## config.mk

```make
export PLATFORM = sky130hd
export DESIGN_NAME = morse_pulse_classifier
export DESIGN_NICKNAME = d
export VERILOG_FILES = /design/src/rtl/morse_pulse_classifier.sv
export SDC_FILE = /design/constraint.sdc
export NUM_CORES = 1
export LEC_CHECK = 0
export CAP_MARGIN = 40
export CORE_MARGIN = 2
export CORE_UTILIZATION = 55
export CTS_CLUSTER_SIZE = 12
export DETAILED_ROUTE_END_ITERATION = 8
export HOLD_SLACK_MARGIN = 0.02
export PLACE_DENSITY = 0.72
export SLEW_MARGIN = 20
export SYNTH_ARGS = -nofsm -noshare
export SYNTH_HDL_FRONTEND = slang
export SYNTH_SLANG_ARGS = --single-unit
```

## constraint.sdc

```tcl
create_clock -name clock_1khz -period 2.99 [get_ports clock_1khz]
set_clock_uncertainty 0.1 [all_clocks]
set_input_delay 0.598 -clock clock_1khz [delete_from_list [all_inputs] [get_ports clock_1khz]]
set_output_delay 0.598 -clock clock_1khz [all_outputs]
set_load 0.1 [all_outputs]
```

## src/rtl/morse_pulse_classifier.sv

```systemverilog
// Morse key line to classified dit/dash/space events with duration, FIFO-buffered.
// Define MORSE_ADAPTIVE_TIMING_EN to track the dit unit from measured dits.
module morse_pulse_classifier #(
    parameter int CNT_W      = 12,
    parameter int DEBOUNCE_W = 4,
    parameter int DIT_UNIT   = 60,
    parameter int DASH_T     = 120,
    parameter int LETTER_T   = 120,
    parameter int WORD_T     = 300,
    parameter int FIFO_DEPTH = 8
) (
    input  logic             clock_1khz,
    input  logic             rst,
    input  logic             morse_in,
    input  logic             event_ready,
    output logic             event_valid,
    output logic [2:0]       event_code,
    output logic [CNT_W-1:0] event_duration,
    output logic             level_out,
    output logic             overflow
);

    localparam int DB_W  = $clog2(DEBOUNCE_W + 1);
    localparam int PTR_W = $clog2(FIFO_DEPTH);
    localparam int THR_W = CNT_W + 3;

    localparam logic [2:0] EV_NONE   = 3'd0;
    localparam logic [2:0] EV_DIT    = 3'd1;
    localparam logic [2:0] EV_DASH   = 3'd2;
    localparam logic [2:0] EV_LETTER = 3'd3;
    localparam logic [2:0] EV_WORD   = 3'd4;

    localparam logic [CNT_W-1:0] CNT_MAX  = {CNT_W{1'b1}};
    localparam logic [PTR_W:0]   FULL_CNT = (PTR_W + 1)'(FIFO_DEPTH);

    logic             sync_a;
    logic             sync_b;
    logic [DB_W-1:0]  db_cnt;

    logic             level_d;
    logic             level_chg;
    logic             level_fall;
    logic [CNT_W-1:0] dur_cnt;
    logic [THR_W-1:0] cnt_ext;
    logic             seen_mark;

    logic [THR_W-1:0] dash_thr;
    logic [THR_W-1:0] letter_thr;
    logic [THR_W-1:0] word_thr;

    logic             cls_push;
    logic [2:0]       cls_code;
    logic             ev_push;
    logic [2:0]       ev_code;
    logic [CNT_W-1:0] ev_dur;

    logic [2:0]       mem_code [FIFO_DEPTH];
    logic [CNT_W-1:0] mem_dur  [FIFO_DEPTH];
    logic [PTR_W-1:0] wr_ptr;
    logic [PTR_W-1:0] rd_ptr;
    logic [PTR_W-1:0] rd_next;
    logic [PTR_W:0]   fcnt;
    logic [PTR_W:0]   fcnt_next;
    logic             full;
    logic             pop;
    logic             push_ok;
    logic             load_push;

    always_ff @(posedge clock_1khz or posedge rst) begin
        if (rst) begin
            sync_a <= 1'b0;
            sync_b <= 1'b0;
        end else begin
            sync_a <= morse_in;
            sync_b <= sync_a;
        end
    end

    // Level flips only after DEBOUNCE_W consecutive disagreeing samples.
    always_ff @(posedge clock_1khz or posedge rst) begin
        if (rst) begin
            db_cnt    <= '0;
            level_out <= 1'b0;
        end else if (sync_b != level_out) begin
            if (db_cnt == DB_W'(DEBOUNCE_W - 1)) begin
                level_out <= sync_b;
                db_cnt    <= '0;
            end else begin
                db_cnt <= db_cnt + DB_W'(1);
            end
        end else begin
            db_cnt <= '0;
        end
    end

`ifdef MORSE_ADAPTIVE_TIMING_EN
    logic [CNT_W-1:0] unit_q;

    always_ff @(posedge clock_1khz or posedge rst) begin
        if (rst) begin
            unit_q <= CNT_W'(DIT_UNIT);
        end else if (cls_push && cls_code == EV_DIT) begin
            unit_q <= unit_q - (unit_q >> 2) + (dur_cnt >> 2);
        end
    end

    assign dash_thr   = THR_W'({unit_q, 1'b0});
    assign letter_thr = THR_W'({unit_q, 1'b0});
    assign word_thr   = THR_W'({unit_q, 2'b00}) + THR_W'(unit_q);
`else
    assign dash_thr   = THR_W'(DASH_T);
    assign letter_thr = THR_W'(LETTER_T);
    assign word_thr   = THR_W'(WORD_T);
`endif

    assign level_chg  = level_d ^ level_out;
    assign level_fall = level_d & ~level_out;
    assign cnt_ext    = THR_W'(dur_cnt);

    always_comb begin
        cls_push = 1'b0;
        cls_code = EV_NONE;
        if (level_fall) begin
            cls_push = 1'b1;
            cls_code = (cnt_ext >= dash_thr) ? EV_DASH : EV_DIT;
        end else if (!level_chg && !level_out && seen_mark) begin
            if (cnt_ext == letter_thr) begin
                cls_push = 1'b1;
                cls_code = EV_LETTER;
            end else if (cnt_ext == word_thr) begin
                cls_push = 1'b1;
                cls_code = EV_WORD;
            end
        end
    end

    // Classified event is registered here; the count before reload is its duration.
    always_ff @(posedge clock_1khz or posedge rst) begin
        if (rst) begin
            level_d   <= 1'b0;
            dur_cnt   <= '0;
            seen_mark <= 1'b0;
            ev_push   <= 1'b0;
            ev_code   <= EV_NONE;
            ev_dur    <= '0;
        end else begin
            level_d <= level_out;
            ev_push <= cls_push;
            ev_code <= cls_code;
            ev_dur  <= dur_cnt;
            if (level_chg) begin
                dur_cnt <= CNT_W'(1);
            end else if (dur_cnt != CNT_MAX) begin
                dur_cnt <= dur_cnt + CNT_W'(1);
            end
            if (level_fall) begin
                seen_mark <= 1'b1;
            end
        end
    end

    assign full      = (fcnt == FULL_CNT);
    assign pop       = event_valid & event_ready;
    assign push_ok   = ev_push & (~full | pop);
    assign rd_next   = rd_ptr + PTR_W'(pop);
    assign load_push = push_ok & ((fcnt == '0) | (pop & (fcnt == (PTR_W + 1)'(1))));

    always_comb begin
        fcnt_next = fcnt;
        if (push_ok && !pop) begin
            fcnt_next = fcnt + (PTR_W + 1)'(1);
        end else if (!push_ok && pop) begin
            fcnt_next = fcnt - (PTR_W + 1)'(1);
        end
    end

    always_ff @(posedge clock_1khz) begin
        if (push_ok) begin
            mem_code[wr_ptr] <= ev_code;
            mem_dur[wr_ptr]  <= ev_dur;
        end
    end

    always_ff @(posedge clock_1khz or posedge rst) begin
        if (rst) begin
            wr_ptr   <= '0;
            rd_ptr   <= '0;
            fcnt     <= '0;
            overflow <= 1'b0;
        end else begin
            fcnt   <= fcnt_next;
            rd_ptr <= rd_next;
            if (push_ok) begin
                wr_ptr <= wr_ptr + PTR_W'(1);
            end
            if (ev_push && full && !pop) begin
                overflow <= 1'b1;
            end
        end
    end

    // Head register mirrors mem[rd_ptr]; bypass when the pushed entry becomes the head.
    always_ff @(posedge clock_1khz or posedge rst) begin
        if (rst) begin
            event_valid    <= 1'b0;
            event_code     <= EV_NONE;
            event_duration <= '0;
        end else begin
            event_valid <= (fcnt_next != '0);
            if (fcnt_next == '0) begin
                event_code     <= EV_NONE;
                event_duration <= '0;
            end else if (load_push) begin
                event_code     <= ev_code;
                event_duration <= ev_dur;
            end else if (pop) begin
                event_code     <= mem_code[rd_next];
                event_duration <= mem_dur[rd_next];
            end
        end
    end

endmodule

```

### Yosys cells after proc, flatten, opt, wreduce, memory -nomap -nowiden

Memory sizes are Yosys's and may differ from the RTL's.
Index checks and enable logic that the tools add are counted.

* register bits: 63
* bits in latches: 0
* memory bits (writable): 120
* memory bits (read-only): 0
* output and inout port bits: 18
* logic and storage cells: 82
* memories: 2

Memory list
* mem_dur: depth 8, width 12, read ports 1, clocked after memory_dff 0, wr ports 1, line 58 `logic [CNT_W-1:0] mem_dur [FIFO_DEPTH];`
* mem_code: depth 8, width 3, read ports 1, clocked after memory_dff 0, wr ports 1, line 57 `logic [2:0] mem_code [FIFO_DEPTH];`

* $add $sub $neg: 6
* multipliers: 0
* div/mod/pow operators: 0
* $lt $le $gt $ge: 1
* equal/unequal tests: 7
* shift operators: 0
* multiplexer cells: 23
* bitwise gates (word level): 10
* reductions and logical operators: 16

Operators by type and width (number)
* $mux W12: 5
* $mux W3: 9
* $add A12 B1 Y12 const B: 1
* $eq A12 B7 Y1 const B: 1
* $eq A12 B9 Y1 const B: 1
* $ge A12 B7 Y1 const B: 1
* $ne A12 B12 Y1 const B: 1
* $logic_not A4 Y1: 2
* $mux W4: 2
* $add A3 B1 Y3 const B: 2
* $logic_and A1 B1 Y1: 6
* $mux W1: 6
* $and A1 B1 Y1: 5
* $add A4 B1 Y4 const B: 1
* $eq A4 B1 Y1 const B: 1
* $eq A4 B4 Y1 const B: 1
* $logic_not A1 Y1: 4
* $reduce_bool A4 Y1: 1
* $sub A4 B1 Y4 const B: 1
* $add A3 B1 Y3: 1
* $eq A3 B2 Y1 const B: 1
* $reduce_bool A3 Y1: 1
* $mux W2: 1
* $not A1 Y1: 2
* other kinds (5): 6

### Logic depth before layout (Yosys ltp)

* depth in word-level cells: 10
* mapped depth: 12
* mapped depth without buffers: 10

### Least setup slack after synthesis

OpenSTA, ideal clock, no wires.

* kind: register to register
* from: register event_valid
* to: memory mem_code[0][0], enable pin
* setup time: 0.406 ns
* arrival time: 2.818 ns
* path slack: -0.334 ns
* cell stages (with the launch flop): 6
* buffers on the path: 0
* cell sequence: dfrtp_1 -> nand2_1 -> inv_1 -> o21a_1 -> nand2b_1 -> nor3_1

* word-level cells in the longest chain between the ends: 5

RTL lines
* start, declared: line 16 `output logic event_valid,`
* start signal, assigned: line 209 `event_valid <= (fcnt_next != '0);`
* $and A1 B1 Y1: line 163 `assign pop = event_valid & event_ready;`
* $or A1 B1 Y1: line 164 `assign push_ok = ev_push & (~full | pop);`
* $and A1 B1 Y1: line 164
* $mux W1: line 178 `if (push_ok) begin`
* $mux W1 (implied by the code): line 179 `mem_code[wr_ptr] <= ev_code;`
* end, declared: line 57

Every way passes these cells.

### Final worst setup path

* from: input event_ready
* to: register event_duration[2]

* elaborated cells on any way between the ends: 19
* classes of those cells: 1 x add/sub; 5 x mux; 6 x bitwise; 6 x reduce/logical; 1 x memory

RTL lines
* start, declared: line 15 `input logic event_ready,`
* $and A1 B1 Y1: line 163
* $add A3 B1 Y3: line 165 `assign rd_next = rd_ptr + PTR_W'(pop);`
* named net rd_next[2]: line 61 `logic [PTR_W-1:0] rd_next;`
* $mem_v2 Z8 W12
* $mux W12: line 216 `end else if (pop) begin`
* $mux W12: line 213 `end else if (load_push) begin`
* $mux W12: line 210 `if (fcnt_next == '0) begin`
* end signal, assigned: line 215 `event_duration <= ev_dur;`
* end signal, assigned: line 218 `event_duration <= mem_dur[rd_next];`
* end, declared: line 18 `output logic [CNT_W-1:0] event_duration,`

The timed path passes the listed nets, and every way through them passes these cells. The select of a mux whose other input is x is not followed.
A chain may end at the register's enable or synchronous reset.

==> metrics.csv <==
stage,metric,value,unit
timing,finalCriticalPeriod,2.60,ns
hold_path,worstHoldPathType,flip-flop to flip-flop,
logic_synthesis,synth_adder_area_share,2.05,%
worst_setup_path,crit_path_end_kind,flip-flop,
logic_synthesis,ys.flop_type,sky130_fd_sc_hd__edfxtp_1,
power_and_ir_drop,p_int,6.17,mW
timing,layout_worst_path_cycle_share,87.0,%
timing,timing_hold_violations_final,0,
layout,stdcell_area,8590,um^2
logic_synthesis,sequential_share_of_the_synthesized_area,70.8,%
logic_synthesis,post_synth_mux_area_share,8.66,%
power_and_ir_drop,power-per-cell-area,1160,nW/um^2
grt,grt_antenna_before_repair,0,
grt,grt_pass1_wl,23900,um
layout,post_layout_nonfiller_instances,702,
timing,final-max-slew-violation-count,0,
logic_synthesis,yosys-top-cells-area,"sky130_fd_sc_hd__edfxtp_1 49%, sky130_fd_sc_hd__dfrtp_1 22%, sky130_fd_sc_hd__mux2i_1 8.3%",
floorplanning,die-width,119,um
logic_synthesis,netlist_top_cells_count,"120 x sky130_fd_sc_hd__edfxtp_1, 63 x sky130_fd_sc_hd__dfrtp_1, 61 x sky130_fd_sc_hd__mux2i_1",
placement,placed_area,7950,um^2
power_and_ir_drop,sw_frac_of_total,37.8,%
placement,gp_congestion,0.817,
worst_setup_path,r2r_slack,0.48,ns
grt,grt-ovfl-total,0,
logic_synthesis,postSynthAreaPerCell,15.5,um^2
worst_setup_path,worstPathCellList,"clkdlybuf4s50_1, nand2_1, inv_1, ha_1, ha_4, xnor2_1, inv_1, nor2_1, buf_4, a221oi_1, a222oi_1, nor2_1",
route,drtAntennaViolNets,0,
clocking,clock_tree.buffer_depth,2,
route,drt_first_pass_iters,5,
hold_path,worst_hold_startpoint,sync_a$_DFF_PP0_,
worst_setup_path,critical_path.reg2reg.startpoint,ev_push$_DFF_PP0_,
logic_synthesis,synth-compound-area-share,7.97,%
logic_synthesis,yosys_warn_count,0,
timing,setup_slack,0.389,ns
floorplanning,initial_utilization,55.7,%
power_and_ir_drop,p_seq_share,36.4,%
placement,numPortBuffers,21,
clocking,clock_tree.htree_level_count,4,
hold_path,hold_path_end,sync_b$_DFF_PP0_,
worst_setup_path,startpoint,event_ready,
logic_synthesis,cell_accounting_for_the_most_synthesized_area,sky130_fd_sc_hd__edfxtp_1,
placement,placed_cells_incl_taps,670,
route,initial_drc_count,417,
floorplanning,fp.dieH,119,um
logic_synthesis,area_share_of_and_or_nand_nor_cells_after_synthesis,6.86,%
route,routed-via-count,4234,
floorplanning,die-area,14200,um^2
power_and_ir_drop,pwr-share-comb,39.6,%
layout,drive_above_1_share,15.4,%
route,routed_wire_length_per_instance,21.7,um
worst_setup_path,worstPathArrival,2.81,ns
timing,relSlewSlack,37.3,%
power_and_ir_drop,power.static_leakage,3.29,nW
logic_synthesis,synthArstFlopShare,34.4,%
timing,setup_viol_count_final,0,
floorplanning,core_region_area,13100,um^2
timing,clock.fmax,385,MHz
logic_synthesis,synthesis.area,7310,um^2
clocking,cts.repair.resized,0,
timing,worst_pin_slew,0.941,ns
route,finalWirelength,15200,um
worst_setup_path,reg2reg_depth,5,
logic_synthesis,synthMostInstantiatedCell,sky130_fd_sc_hd__edfxtp_1,
grt,vias_in_the_first_global_route,4254,
placement,dp_worst_setup_slack,-0.0348,ns
logic_synthesis,synth.top_cell.area_share,49.3,%
placement,final_hpwl_from_detailed_placement,8830,um
run_status,run_status,finished clean,
logic_synthesis,synthCells,472,
worst_setup_path,worst_ep_required_time,3.20,ns
logic_synthesis,yosys.cell_types.count,51,
layout,flow.area_growth_from_synthesis,17.4,%
power_and_ir_drop,vdd_ir_drop_max,583,uV
layout,design.final.nets,529,
worst_setup_path,worst_setup_path_start_kind,input pin,
power_and_ir_drop,power.switching,3.75,mW
clocking,post-cts-setup-buffer-count,0,
worst_setup_path,crit_fanout,9,
clocking,ctsRootBufferMaster,sky130_fd_sc_hd__clkbuf_16,
logic_synthesis,postSynthNetCount,488,
floorplanning,top_level_ports,22,
grt,maximum_number_of_pins_on_one_net_before_global_route_repair,43,
worst_setup_path,cp_slowest_stage_delay,0.42,ns
route,detail_route.vias_per_cell,6.03,
floorplanning,fp_rows,42,
grt,gr-usage-all-layers,23.0,%
clocking,worst_setup_hold_path_clk_slew,0.06,ns
hold_path,hold_path_cells,0,
worst_setup_path,critical_path.slowest_cell,sky130_fd_sc_hd__clkdlybuf4s50_1,
clocking,cts-buffers-inserted,17,
timing,setup_repair_after_global_routing_missed_its_margin,no,
power_and_ir_drop,share_clk_of_total_power,23.9,%
layout,n_antenna_cell,0,
logic_synthesis,synth-edff-count,120,
logic_synthesis,synth_xor_area_share,1.56,%
worst_setup_path,worstReg2RegEnd,event_duration[2]$_DFFE_PP0P_,
logic_synthesis,main_combinational_cell_family_by_area_after_synthesis,multiplexers,
clocking,clk-insertion-delay-late,0.43,ns
clocking,cts.sinks,183,
clocking,hold_bufs_at_cts,0,
clocking,tritoncts,done,
route,drc,0,
run,maxCapViolations,0,
logic_synthesis,postSynthRegisterBits,183,
worst_setup_path,path_class,input pin to flip-flop,
power_and_ir_drop,finalPower,9.92,mW
## flip-flops by register name, indices dropped and copies added, names as in the netlist, 3 cells and up
| register | count |
|---|---|
| ev_code | 3 |
| db_cnt | 3 |
| ev_dur | 12 |
| fcnt | 4 |
| mem_code | 24 |
| mem_dur | 96 |
| event_duration | 12 |
| dur_cnt | 12 |
| wr_ptr | 3 |
| event_code | 3 |
| rd_ptr | 3 |
## stage by stage
step | TNS, ns | utilization [%] | hold WS [ns]
4_1_cts | 0 | 65.4 | 0.258
3_5_place_dp | -0.0348 | 60.5 | 0.237
3_3_place_gp | 0 | 60.5 | 0.241
6_report | 0 | 65.4 | 0.254
2_1_floorplan | 0 | - | 0.231
5_1_grt | 0 | 65.4 | 0.268
## power groups by stage
stage	Combinational, mW	Sequential [mW]	Clock [mW]
4_1_cts	3.94	3.62	2.41
6_report	3.93	3.62	2.38
2_1_floorplan	2.03	4.35	0
5_1_grt	4.17	3.68	2.52
3_5_place_dp	3.92	3.67	0
3_3_place_gp	3.84	3.63	0
## placed cells by master, fill, tap and decap left out, types with 3 or more instances in the layout
cell,synthesis,routed
sky130_fd_sc_hd__nor2_1,39,39
sky130_fd_sc_hd__a221oi_1,14,14
sky130_fd_sc_hd__clkbuf_1,9,3
sky130_fd_sc_hd__nand2_1,14,14
sky130_fd_sc_hd__clkdlybuf4s50_1,0,3
sky130_fd_sc_hd__xor2_1,6,6
sky130_fd_sc_hd__and2_1,5,5
sky130_fd_sc_hd__buf_4,2,28
sky130_fd_sc_hd__inv_1,11,10
sky130_fd_sc_hd__buf_12,0,13
sky130_fd_sc_hd__clkbuf_16,0,17
sky130_fd_sc_hd__nand4_1,5,5
sky130_fd_sc_hd__xnor2_1,7,7
sky130_fd_sc_hd__dfrtp_1,63,62
sky130_fd_sc_hd__nor2b_1,3,3
sky130_fd_sc_hd__a222oi_1,14,14
sky130_fd_sc_hd__edfxtp_1,120,120
sky130_fd_sc_hd__nand4b_1,3,3
sky130_fd_sc_hd__o21ai_0,3,3
sky130_fd_sc_hd__clkinv_4,0,4
sky130_fd_sc_hd__a21oi_1,6,6
sky130_fd_sc_hd__a22oi_1,16,16
sky130_fd_sc_hd__nor3_1,9,7
sky130_fd_sc_hd__bufinv_16,0,5
sky130_fd_sc_hd__nand2b_1,5,5
sky130_fd_sc_hd__mux2i_1,61,61
sky130_fd_sc_hd__ha_1,12,11
## routing by layer
layer  share of wire (%)  vias to the layer above  global-route usage, %
met1                  39                     2134                   29.6
met2                  52                      165                   38.7
met4                 2.4                        0                   9.71
met5                   0                        -                      0
li1                    -                     1904                      -
met3                 6.6                       31                   4.36
## worst max-delay path, delay by kind of cell
| kind | cells | cell delay [ns] |
|---|---|---|
| buffers and inverters | 4 | 0.82 |
| AO/OA/AOI/OAI | 2 | 0.45 |
| adder cells (fa/ha/maj) | 2 | 0.37 |
| AND/OR/NAND/NOR | 3 | 0.32 |
| XOR/XNOR | 1 | 0.24 |
## cell families after synthesis
kind of cell | count (synthesis)
AO/OA/AOI/OAI | 71
buffers and inverters | 33
multiplexers | 63
XOR/XNOR | 13
AND/OR/NAND/NOR | 97
flip-flops | 183
adder cells (fa/ha/maj) | 12
## worst max-delay path by stage
stage	endpoint	slack, ns	depth (start not counted)
after floorplan	event_code[0]$_DFFE_PP0P_	0.26	11
after global placement	event_duration[1]$_DFFE_PP0P_	0.13	12
after detailed placement	event_duration[2]$_DFFE_PP0P_	-0.03	12
after CTS	event_duration[2]$_DFFE_PP0P_	0.42	12
after global routing	event_duration[7]$_DFFE_PP0P_	0.21	12
final	event_duration[2]$_DFFE_PP0P_	0.39	12
## layout make-up
class | instances | area [um^2]
clock buffer | 20 | 437
clock inverter | 12 | 201
fill | 943 | 4550
inverter | 11 | 41.3
multi-input combinational | 256 | 2000
sequential | 183 | 5180
tap | 176 | 220
timing repair buffer | 44 | 500
Note: power is estimated with default switching activity, not from simulation.
